### config.mk
export PLATFORM = sky130hd
export DESIGN_NAME = soc_reset_sequencer
export DESIGN_NICKNAME = d
export VERILOG_FILES = /design/src/rtl/soc_reset_sequencer_pkg.sv /design/src/rtl/soc_reset_sequencer_sync_debounce.sv /design/src/rtl/soc_reset_sequencer.sv
export SDC_FILE = /design/constraint.sdc
export NUM_CORES = 1
export LEC_CHECK = 0
export CAP_MARGIN = 20
export CORE_ASPECT_RATIO = 0.6
export CORE_MARGIN = 2
export CORE_UTILIZATION = 45
export CTS_BUF_LIST = sky130_fd_sc_hd__clkbuf_8
export CTS_CLUSTER_DIAMETER = 50
export CTS_CLUSTER_SIZE = 8
export DETAILED_ROUTE_END_ITERATION = 12
export PLACE_DENSITY = 0.62
export REMOVE_ABC_BUFFERS = 1
export SLEW_MARGIN = 15
export SYNTH_ARGS = -nofsm -noshare
export SYNTH_HDL_FRONTEND = slang
export SYNTH_HIERARCHICAL = 1
export SYNTH_SLANG_ARGS = --single-unit
### constraint.sdc
create_clock -name clk -period 4.2 [get_ports clk]
set_clock_uncertainty 0.05 [all_clocks]
set_input_delay 0.84 -clock clk [delete_from_list [all_inputs] [get_ports clk]]
set_output_delay 0.84 -clock clk [all_outputs]
set_load 0.03 [all_outputs]
### src/rtl/soc_reset_sequencer_pkg.sv
// gr5_reset_pkg: shared types and constants for the SoC reset sequencer.
//   state_t    : sequencer FSM states
//   CAUSE_*    : bit positions inside the one-hot reset-cause vector
//   cause_bit(): builds a one-hot cause vector from a bit position
package gr5_reset_pkg;

   typedef enum logic [2:0] {
      WAIT_LOCK,
      STRETCH,
      PERIPH,
      RUN,
      BTN_HOLD
   } state_t;

   localparam int CAUSE_RST  = 0;
   localparam int CAUSE_LOCK = 1;
   localparam int CAUSE_BTN  = 2;
   localparam int CAUSE_WDT  = 3;

   function automatic logic [3:0] cause_bit(input int idx);
      return 4'(1) << idx;
   endfunction

endpackage

### src/rtl/soc_reset_sequencer_sync_debounce.sv
// sync_debounce: 2-FF synchronizer followed by a level debouncer.
// The accepted level only follows the synchronized input after it has
// differed from the accepted level for DEBOUNCE_CYCLES consecutive cycles;
// any return to the accepted level restarts the count.
// Ports:
//   clk      in   clock
//   rst      in   asynchronous active-high reset (all flops to 0)
//   i_async  in   asynchronous raw input
//   o_level  out  debounced, synchronous level
module sync_debounce
   import gr5_reset_pkg::*;
#(
   parameter int DEBOUNCE_CYCLES = 1_200_000
) (
   input  logic clk,
   input  logic rst,
   input  logic i_async,
   output logic o_level
);

   localparam int CNT_W = (DEBOUNCE_CYCLES > 1) ? $clog2(DEBOUNCE_CYCLES) : 1;
   localparam logic [CNT_W-1:0] TERM = CNT_W'(DEBOUNCE_CYCLES - 1);

   logic             r_meta;
   logic             r_sync;
   logic             r_level;
   logic [CNT_W-1:0] r_cnt;

   always_ff @(posedge clk or posedge rst) begin
      if (rst) begin
         r_meta  <= 1'b0;
         r_sync  <= 1'b0;
         r_level <= 1'b0;
         r_cnt   <= '0;
      end else begin
         r_meta <= i_async;
         r_sync <= r_meta;
         if (r_sync == r_level) begin
            r_cnt <= '0;
         end else if (r_cnt == TERM) begin
            r_level <= r_sync;
            r_cnt   <= '0;
         end else begin
            r_cnt <= r_cnt + 1'b1;
         end
      end
   end

   assign o_level = r_level;

endmodule

### src/rtl/soc_reset_sequencer.sv
// soc_reset_sequencer: releases peripheral then core reset after the clock
// wizard locks, and re-enters reset on lock loss, a debounced button press,
// or (optionally) a watchdog timeout. Records the cause of the last reset.
// Optional feature macro: GR5_RSTSEQ_WATCHDOG_EN (watchdog timeout reset).
// Ports:
//   clk             in   system clock
//   rst             in   asynchronous active-high reset
//   pll_locked_i    in   clock wizard locked (asynchronous)
//   button_i        in   soft-reset push button (asynchronous, active-high)
//   wdt_kick_i      in   watchdog kick pulse (used only with the watchdog)
//   cause_clr_i     in   clears cause_o while in RUN
//   periph_rst_n_o  out  peripheral reset, active-low
//   core_rst_n_o    out  CPU core/cache reset, active-low
//   ready_o         out  high only in RUN
//   cause_o         out  one-hot last reset cause {wdt, btn, lock, rst}
module soc_reset_sequencer
   import gr5_reset_pkg::*;
#(
   parameter int CLOCK_FREQ            = 120_000_000,
   parameter int STRETCH_CYCLES        = 1024,
   parameter int PERIPH_TO_CORE_CYCLES = 16,
   parameter int DEBOUNCE_CYCLES       = 1_200_000,
   parameter int WDT_CYCLES            = 120_000_000
) (
   input  logic       clk,
   input  logic       rst,
   input  logic       pll_locked_i,
   input  logic       button_i,
   input  logic       wdt_kick_i,
   input  logic       cause_clr_i,
   output logic       periph_rst_n_o,
   output logic       core_rst_n_o,
   output logic       ready_o,
   output logic [3:0] cause_o
);

   localparam int SEQ_MAX = (STRETCH_CYCLES > PERIPH_TO_CORE_CYCLES) ?
                            STRETCH_CYCLES : PERIPH_TO_CORE_CYCLES;
   localparam int CNT_W   = (SEQ_MAX > 1) ? $clog2(SEQ_MAX) : 1;
   localparam logic [CNT_W-1:0] STRETCH_TERM = CNT_W'(STRETCH_CYCLES - 1);
   localparam logic [CNT_W-1:0] PERIPH_TERM  = CNT_W'(PERIPH_TO_CORE_CYCLES - 1);

   state_t           r_state;
   state_t           w_state_nxt;
   logic [CNT_W-1:0] r_cnt;
   logic [CNT_W-1:0] w_cnt_nxt;
   logic [3:0]       r_cause;
   logic [3:0]       w_cause_nxt;
   logic             r_periph_rst_n;
   logic             r_core_rst_n;
   logic             r_ready;
   logic             w_periph_nxt;
   logic             w_core_nxt;
   logic             w_ready_nxt;
   logic             r_lock_meta;
   logic             r_lock_sync;
   logic             w_btn_db;
   logic             r_btn_db_q;
   logic             w_btn_rise;
   logic             w_wdt_fire;
   logic             w_unused;

   // Lock needs no debounce, only a plain 2-FF synchronizer.
   always_ff @(posedge clk or posedge rst) begin
      if (rst) begin
         r_lock_meta <= 1'b0;
         r_lock_sync <= 1'b0;
      end else begin
         r_lock_meta <= pll_locked_i;
         r_lock_sync <= r_lock_meta;
      end
   end

   sync_debounce #(
      .DEBOUNCE_CYCLES (DEBOUNCE_CYCLES)
   ) u_btn_db (
      .clk     (clk),
      .rst     (rst),
      .i_async (button_i),
      .o_level (w_btn_db)
   );

   // Only a fresh 0->1 edge counts, so a button already held when RUN is
   // entered does not immediately reset the SoC again.
   assign w_btn_rise = w_btn_db & ~r_btn_db_q;

`ifdef GR5_RSTSEQ_WATCHDOG_EN
   localparam int WDT_W = (WDT_CYCLES > 1) ? $clog2(WDT_CYCLES) : 1;
   localparam logic [WDT_W-1:0] WDT_TERM = WDT_W'(WDT_CYCLES - 1);

   logic [WDT_W-1:0] r_wdt_cnt;

   always_ff @(posedge clk or posedge rst) begin
      if (rst) begin
         r_wdt_cnt <= '0;
      end else if ((r_state != RUN) || wdt_kick_i) begin
         r_wdt_cnt <= '0;
      end else begin
         r_wdt_cnt <= r_wdt_cnt + 1'b1;
      end
   end

   // A kick on the terminal cycle rescues the SoC.
   assign w_wdt_fire = (r_state == RUN) && !wdt_kick_i && (r_wdt_cnt == WDT_TERM);
   assign w_unused   = &{1'b0, CLOCK_FREQ[0]};
`else
   assign w_wdt_fire = 1'b0;
   assign w_unused   = &{1'b0, CLOCK_FREQ[0], WDT_CYCLES[0], wdt_kick_i};
`endif

   // State register; outputs are registered alongside the state.
   always_ff @(posedge clk or posedge rst) begin
      if (rst) begin
         r_state        <= WAIT_LOCK;
         r_cnt          <= '0;
         r_cause        <= cause_bit(CAUSE_RST);
         r_periph_rst_n <= 1'b0;
         r_core_rst_n   <= 1'b0;
         r_ready        <= 1'b0;
         r_btn_db_q     <= 1'b0;
      end else begin
         r_state        <= w_state_nxt;
         r_cnt          <= w_cnt_nxt;
         r_cause        <= w_cause_nxt;
         r_periph_rst_n <= w_periph_nxt;
         r_core_rst_n   <= w_core_nxt;
         r_ready        <= w_ready_nxt;
         r_btn_db_q     <= w_btn_db;
      end
   end

   // Next-state logic.
   always_comb begin
      w_state_nxt = r_state;
      w_cnt_nxt   = r_cnt;
      w_cause_nxt = r_cause;
      case (r_state)
         WAIT_LOCK: begin
            if (r_lock_sync) begin
               w_state_nxt = STRETCH;
               w_cnt_nxt   = '0;
            end
         end
         STRETCH: begin
            if (!r_lock_sync) begin
               w_state_nxt = WAIT_LOCK;
               w_cause_nxt = cause_bit(CAUSE_LOCK);
            end else if (r_cnt == STRETCH_TERM) begin
               w_state_nxt = PERIPH;
               w_cnt_nxt   = '0;
            end else begin
               w_cnt_nxt = r_cnt + 1'b1;
            end
         end
         PERIPH: begin
            if (!r_lock_sync) begin
               w_state_nxt = WAIT_LOCK;
               w_cause_nxt = cause_bit(CAUSE_LOCK);
            end else if (r_cnt == PERIPH_TERM) begin
               w_state_nxt = RUN;
               w_cnt_nxt   = '0;
            end else begin
               w_cnt_nxt = r_cnt + 1'b1;
            end
         end
         RUN: begin
            // Exit priority: lock loss, then watchdog, then button.
            if (!r_lock_sync) begin
               w_state_nxt = WAIT_LOCK;
               w_cause_nxt = cause_bit(CAUSE_LOCK);
            end else if (w_wdt_fire) begin
               w_state_nxt = WAIT_LOCK;
               w_cause_nxt = cause_bit(CAUSE_WDT);
            end else if (w_btn_rise) begin
               w_state_nxt = BTN_HOLD;
               w_cause_nxt = cause_bit(CAUSE_BTN);
            end else if (cause_clr_i) begin
               w_cause_nxt = 4'b0000;
            end
         end
         BTN_HOLD: begin
            // Lock loss is deliberately ignored while the button is held.
            if (!w_btn_db) begin
               w_state_nxt = WAIT_LOCK;
            end
         end
         default: begin
            w_state_nxt = WAIT_LOCK;
         end
      endcase
   end

   // Output decode from the next state so outputs change on the state edge.
   always_comb begin
      w_periph_nxt = (w_state_nxt == PERIPH) || (w_state_nxt == RUN);
      w_core_nxt   = (w_state_nxt == RUN);
      w_ready_nxt  = (w_state_nxt == RUN);
   end

   assign periph_rst_n_o = r_periph_rst_n;
   assign core_rst_n_o   = r_core_rst_n;
   assign ready_o        = r_ready;
   assign cause_o        = r_cause;

endmodule

Yosys cells after proc, flatten, opt, wreduce, memory -nomap -nowiden
Cells that the tools add are included.
{"block": "classes", "addsub": 2, "eq_ne": 15, "n_mux": 22, "bitwise_logic": 3, "n_reduce_logical": 8}
{"operator": "10-bit 2-to-1 mux", "n": 5}
{"operator": "21-bit 2-to-1 mux", "n": 2}
{"operator": "10-bit one-hot mux with 3 select lines", "n": 1}
{"operator": "3-bit 2-to-1 mux", "n": 8}
{"operator": "21-bit by 1-bit adder with 21-bit output, second input constant", "n": 1}
{"operator": "21-bit == test, second input constant", "n": 1}
{"operator": "4-bit 2-to-1 mux", "n": 4}
{"operator": "3-bit one-hot mux with 5 select lines", "n": 1}
{"operator": "3-bit by 2-bit == test with 1-bit output, second input constant", "n": 4}
{"operator": "10-bit by 1-bit adder with 10-bit output, second input constant", "n": 1}
{"operator": "10-bit == test, second input constant", "n": 1}
{"operator": "10-bit by 4-bit == test with 1-bit output, second input constant", "n": 1}
{"operator": "2-bit != test, second input constant", "n": 4}
{"operator": "4-bit one-hot mux with 2 select lines", "n": 1}
{"operator": "4-bit != test, second input constant", "n": 1}
{"operator": "4-bit AND reduction", "n": 1}
{"operator": "3-bit by 1-bit == test with 1-bit output, second input constant", "n": 1}
{"operator": "3-bit == test, second input constant", "n": 1}
{"operator": "3-bit logical NOT", "n": 1}
{"operator": "3-bit AND reduction", "n": 1}
{"operator": "3-bit nonzero test", "n": 1}
{"operator": "1-bit NOT", "n": 2}
{"operator": "2-bit AND reduction", "n": 1}
{"operator": "2-bit nonzero test", "n": 1}
{"operator": "other kinds (4)", "n": 4}
{"block": "totals", "ff_bits": 46, "inputBits": 6, "output_inout_bits": 7, "elab_cells": 62}

Depth between registers and ports, before layout
{"block": "logic_depth", "word_depth": 7, "depth_mapped": 6}

Cells and area by module
The synthesis kept the hierarchy.
{"module": "sync_debounce", "instances": 1, "cells_per_inst": 118, "area_each_um2": 1216.2, "seq_area_each_um2": 600.6}
{"module": "soc_reset_sequencer", "instances": 1, "cells_per_inst": 105, "area_each_um2": 1061.0, "seq_area_each_um2": 526.8}

Least setup slack after synthesis
No wires, ideal clock.
{"block": "synth_timing", "path_kind": "register to register", "from": "reg r_cnt[0] (netlist name)", "to": "reg r_cnt[5] (netlist name)", "t_arrival_ns": 1.587, "path_slack_ns": 2.481, "path_stages_with_launch": 7, "path_buffers": 0, "period_less_slack_ns": 1.719, "path_cell_list": "dfrtp_1 -> ha_1 -> and3_1 -> nand4_2 -> a32oi_2 -> or4_1 -> o21ai_0"}

Worst setup path after layout
{"block": "layout_timing", "from": "reg r_cause[0] (netlist: cause_o[0])", "to": "out cause_o[0]"}
{"element": "start, declared", "line": "soc_reset_sequencer.sv:47", "rtl": "logic [3:0] r_cause;"}
{"element": "start signal, assigned", "line": "soc_reset_sequencer.sv:116", "rtl": "r_cause <= cause_bit(CAUSE_RST);"}
{"element": "start signal, assigned", "line": "soc_reset_sequencer.sv:124", "rtl": "r_cause <= w_cause_nxt;"}
{"element": "end, declared", "line": "soc_reset_sequencer.sv:34", "rtl": "output logic [3:0] cause_o"}
No word-level cell between the ends.

==> results.md <==
* Sink Count at 45
* Initial Util at 48.38%
* Final WL at 4479 um
* Final instance area at 2527 um2
* CP Launch Type: register
* Hold-fix buffers, CTS at 0
* Seq cells post-synth at 45
* Power Density at approximately 330 nW/um2
* Worst r2r dst: u_btn_db/r_cnt[18]$_DFF_PP0_
* Drt first-iter violations at 67
* Hold crit path type: register to register
* Post-CTS resize count at 0
* Status: completed
* Gate power share at 6.4%
* Worst setup EP type: output port
* YS warnings at 6
* DRT antenna net count at 0
* Mapped Area at between 2000 and 2500 um2
* Setup ws final at about 1.8 ns
* P_sw at 0.1980 mW
* Placed Area at 2416 um2
* Crit-path slowest cell: clkdlybuf4s50_1
* Share of layout cells above drive strength 1 at 8.511%
* Ant diodes at 0
* Cell depth of the worst hold path at 0
* Crit-path cells: clkdlybuf4s50_1
* Tmin final at 2.383 ns
* Final setup TNS at 0 ns
* Sw Ratio at 23.68%
* Wirelength per Cell at 15.03 um
* FF-to-FF path depth at 5
* Post-CTS Setup Inserts at 0
* M2 GR Usage at 22.78%
* Final nets at 242
* Sequential share of power at a little over half
* Part of the cycle the worst path needs at 56.73%
* Worst min-delay path startpoint: u_btn_db/r_meta$_DFF_PP0_
* Worst IR Drop VDD at between 150 and 200 uV
* Die height at 59.10 um
* Ports at 13
* TritonCTS Buffers at 5
* Cells after Synth at 223
* # H-tree levels at 2
* Post-DP HPWL at around 3100 um
* Gr ovfl total at 0
* Worst Hold Path EP: u_btn_db/r_sync$_DFF_PP0_
* Router iterations before antenna repair at 4
* Initial antenna violation count at 0
* Via density at 5.604
* Die W at 95.84 um
* GRT met1 Usage at 30.45%
* Routed via count at 1670
* Number of port buffers at 10
* Final Max Tran Viols at 0
* Final setup fails at 0
* R2r startpoint: u_btn_db/r_cnt[0]$_DFF_PP0_
* Leak Pwr at 1.031 nW
* Clock Power Share at 39.2%
* Row cnt at 19
* GRT met3 Usage at 4.580%
* Synth Area per Inst at 10.21 um2
* Power Internal at 0.6381 mW
* Slowest stage delay, CP at around 0.66 ns
* Synth unique cells at 50
* GRT busiest layer: met1
* Final hold vios at 0
* Root Driver: clkbuf_8
* Max Clk Rate at 0.4197 GHz
* Core ar. at approximately 4700 um2
* TritonCTS clock tree: done
* WP data required at 3.31 ns
* Max_cap viols at 0
* Place WS at ~2.1 ns
* RSZ-0062 raised after global routing: false
* CP Data Arrival Time at 1.49 ns
* Tot GR Track Use at around 19%
* Worst-path maximum fanout at 2
* Kind of critical path: register to output port
* Relative slew slack at a little under two fifths
* Clock transition at the registers of the reported paths at 0.09 ns
* Most frequent cells in the layout: dfrtp_1, nor2_1, nand3_1
* Worst slew pin tran at 0.9378 ns
* Crit path buf inv count at 1
* Seq/Total Area, Yosys at 49.51%
* Largest net degree at the start of global routing at 25
* Residual DRC at 0
* Die ar. at 5664 um2
* Commonest non-fill, non-tap cell in the layout: dfrtp_1
* Clk_lat worst skew at 0.30 ns
* RD Place Congestion at roughly 0.80
* Global-route wire length before repair at 7872 um
* P&R area growth vs syn at 10.99%
* FF-to-FF setup slack at around 2.3 ns
* Max clock buf depth at 2
* Number of global-route vias before repair at 1563
* Cell family with most CP delay: buffers and inverters
[logic make-up after synthesis]
kind of cell / count (synthesis) / synth area share, %
AO/OA/AOI/OAI: 35 / 11.26
buffers and inverters: 14 / 3.077
adder cells (fa/ha/maj): 2 / 1.099
AND/OR/NAND/NOR: 107 / 27.42
XOR/XNOR: 17 / 6.538
other: 1 / 0.1647
flip-flops: 45 / 49.51
multiplexers: 2 / 0.9340
[cell usage after synthesis, drive strengths merged]
cell	n	area (um2)
nor2b	4	25.02
a32o	1	11.26
a22o	1	8.760
and4	4	35.03
a21boi	1	7.510
nand3	16	80.08
nor3	7	35.03
nand2b	5	38.78
a41oi	1	8.760
nand4b	2	17.52
nor4bb	1	10.01
nor4	5	46.29
mux2	1	11.26
o311ai	3	26.28
ha	2	25.02
nor3b	1	12.51
a31o	1	8.760
o31ai	3	22.52
inv	8	30.03
dfrtp	44	1101
nor4b	1	8.760
nor2	27	101.4
and2	3	18.77
clkbuf	1	3.750
mux2i	1	10.01
o21ai	9	45.04
a21oi	8	40.04
o2bb2ai	3	26.28
or4	3	26.27
nand4	10	83.83
buf	5	36.28
o21bai	2	26.28
a32oi	1	16.27
xor2	4	35.03
nand2	12	47.55
a211o	1	8.760
and3	5	31.28
or3	1	6.260
dfstp	1	26.28
conb	1	3.750
xnor2	13	113.9
[metrics by stage]
stage | cells | utilization (%) | total power [mW] | hold slack (ns)
floorplan | 217 | - | 0.4996 | 0.2812
global placement | 290 | 51.33 | 0.5178 | 0.2823
detailed placement | 290 | 51.33 | 0.5175 | 0.2847
CTS | 298 | 53.69 | 0.8483 | 0.3064
global route | 298 | 53.69 | 0.8796 | 0.3207
finish | 298 | 53.69 | 0.8361 | 0.3043
[state kept, by name, indices dropped and copies added (netlist names)]
name              flops
r_lock_meta           1
r_state               3
u_btn_db/r_cnt       21
r_btn_db_q            1
r_lock_sync           1
u_btn_db/r_sync       1
periph_rst_n_o        1
cause_o               3
u_btn_db/o_level      1
u_btn_db/r_meta       1
r_cnt                10
ready_o               1
[layout make-up]
type	count	area (um2)
Timing Repair Buffer	10	100.1
Tap cell	63	78.83
Sequential cell	45	1127
Clock buffer	5	68.82
Clock inverter	3	42.54
Fill cell	433	2180
Multi-Input combinational cell	164	1080
Inverter	8	30.03
[routing by layer]
metal,vias to the layer above,wire [um]
met1,795,2690
met3,4,194
met5,-,0
li1,836,-
met2,35,1548
met4,0,46
[power groups by stage]
| stage | logic [mW] | registers [mW] | clock network, mW |
|---|---|---|---|
| global route | 0.0615 | 0.458 | 0.360 |
| global placement | 0.0541 | 0.464 | 0 |
| detailed placement | 0.0537 | 0.464 | 0 |
| finish | 0.0535 | 0.455 | 0.327 |
| floorplan | 0.0387 | 0.461 | 0 |
| CTS | 0.0540 | 0.455 | 0.339 |
[worst max path at each step]
stage,from,endpoint,slack (ns),cells past startpoint
after global routing,cause_o[0]$_DFFE_PP1P_,cause_o[0],1.77,1
after detailed placement,rst,u_btn_db/r_cnt[0]$_DFF_PP0_,2.09,2
after floorplan,r_cnt[0]$_DFFE_PP0P_,r_cnt[5]$_DFFE_PP0P_,2.48,6
final,cause_o[0]$_DFFE_PP1P_,cause_o[0],1.82,1
after global placement,rst,u_btn_db/r_cnt[0]$_DFF_PP0_,2.09,2
after CTS,cause_o[0]$_DFFE_PP1P_,cause_o[0],1.80,1
Power figures use the tool's default switching activity.
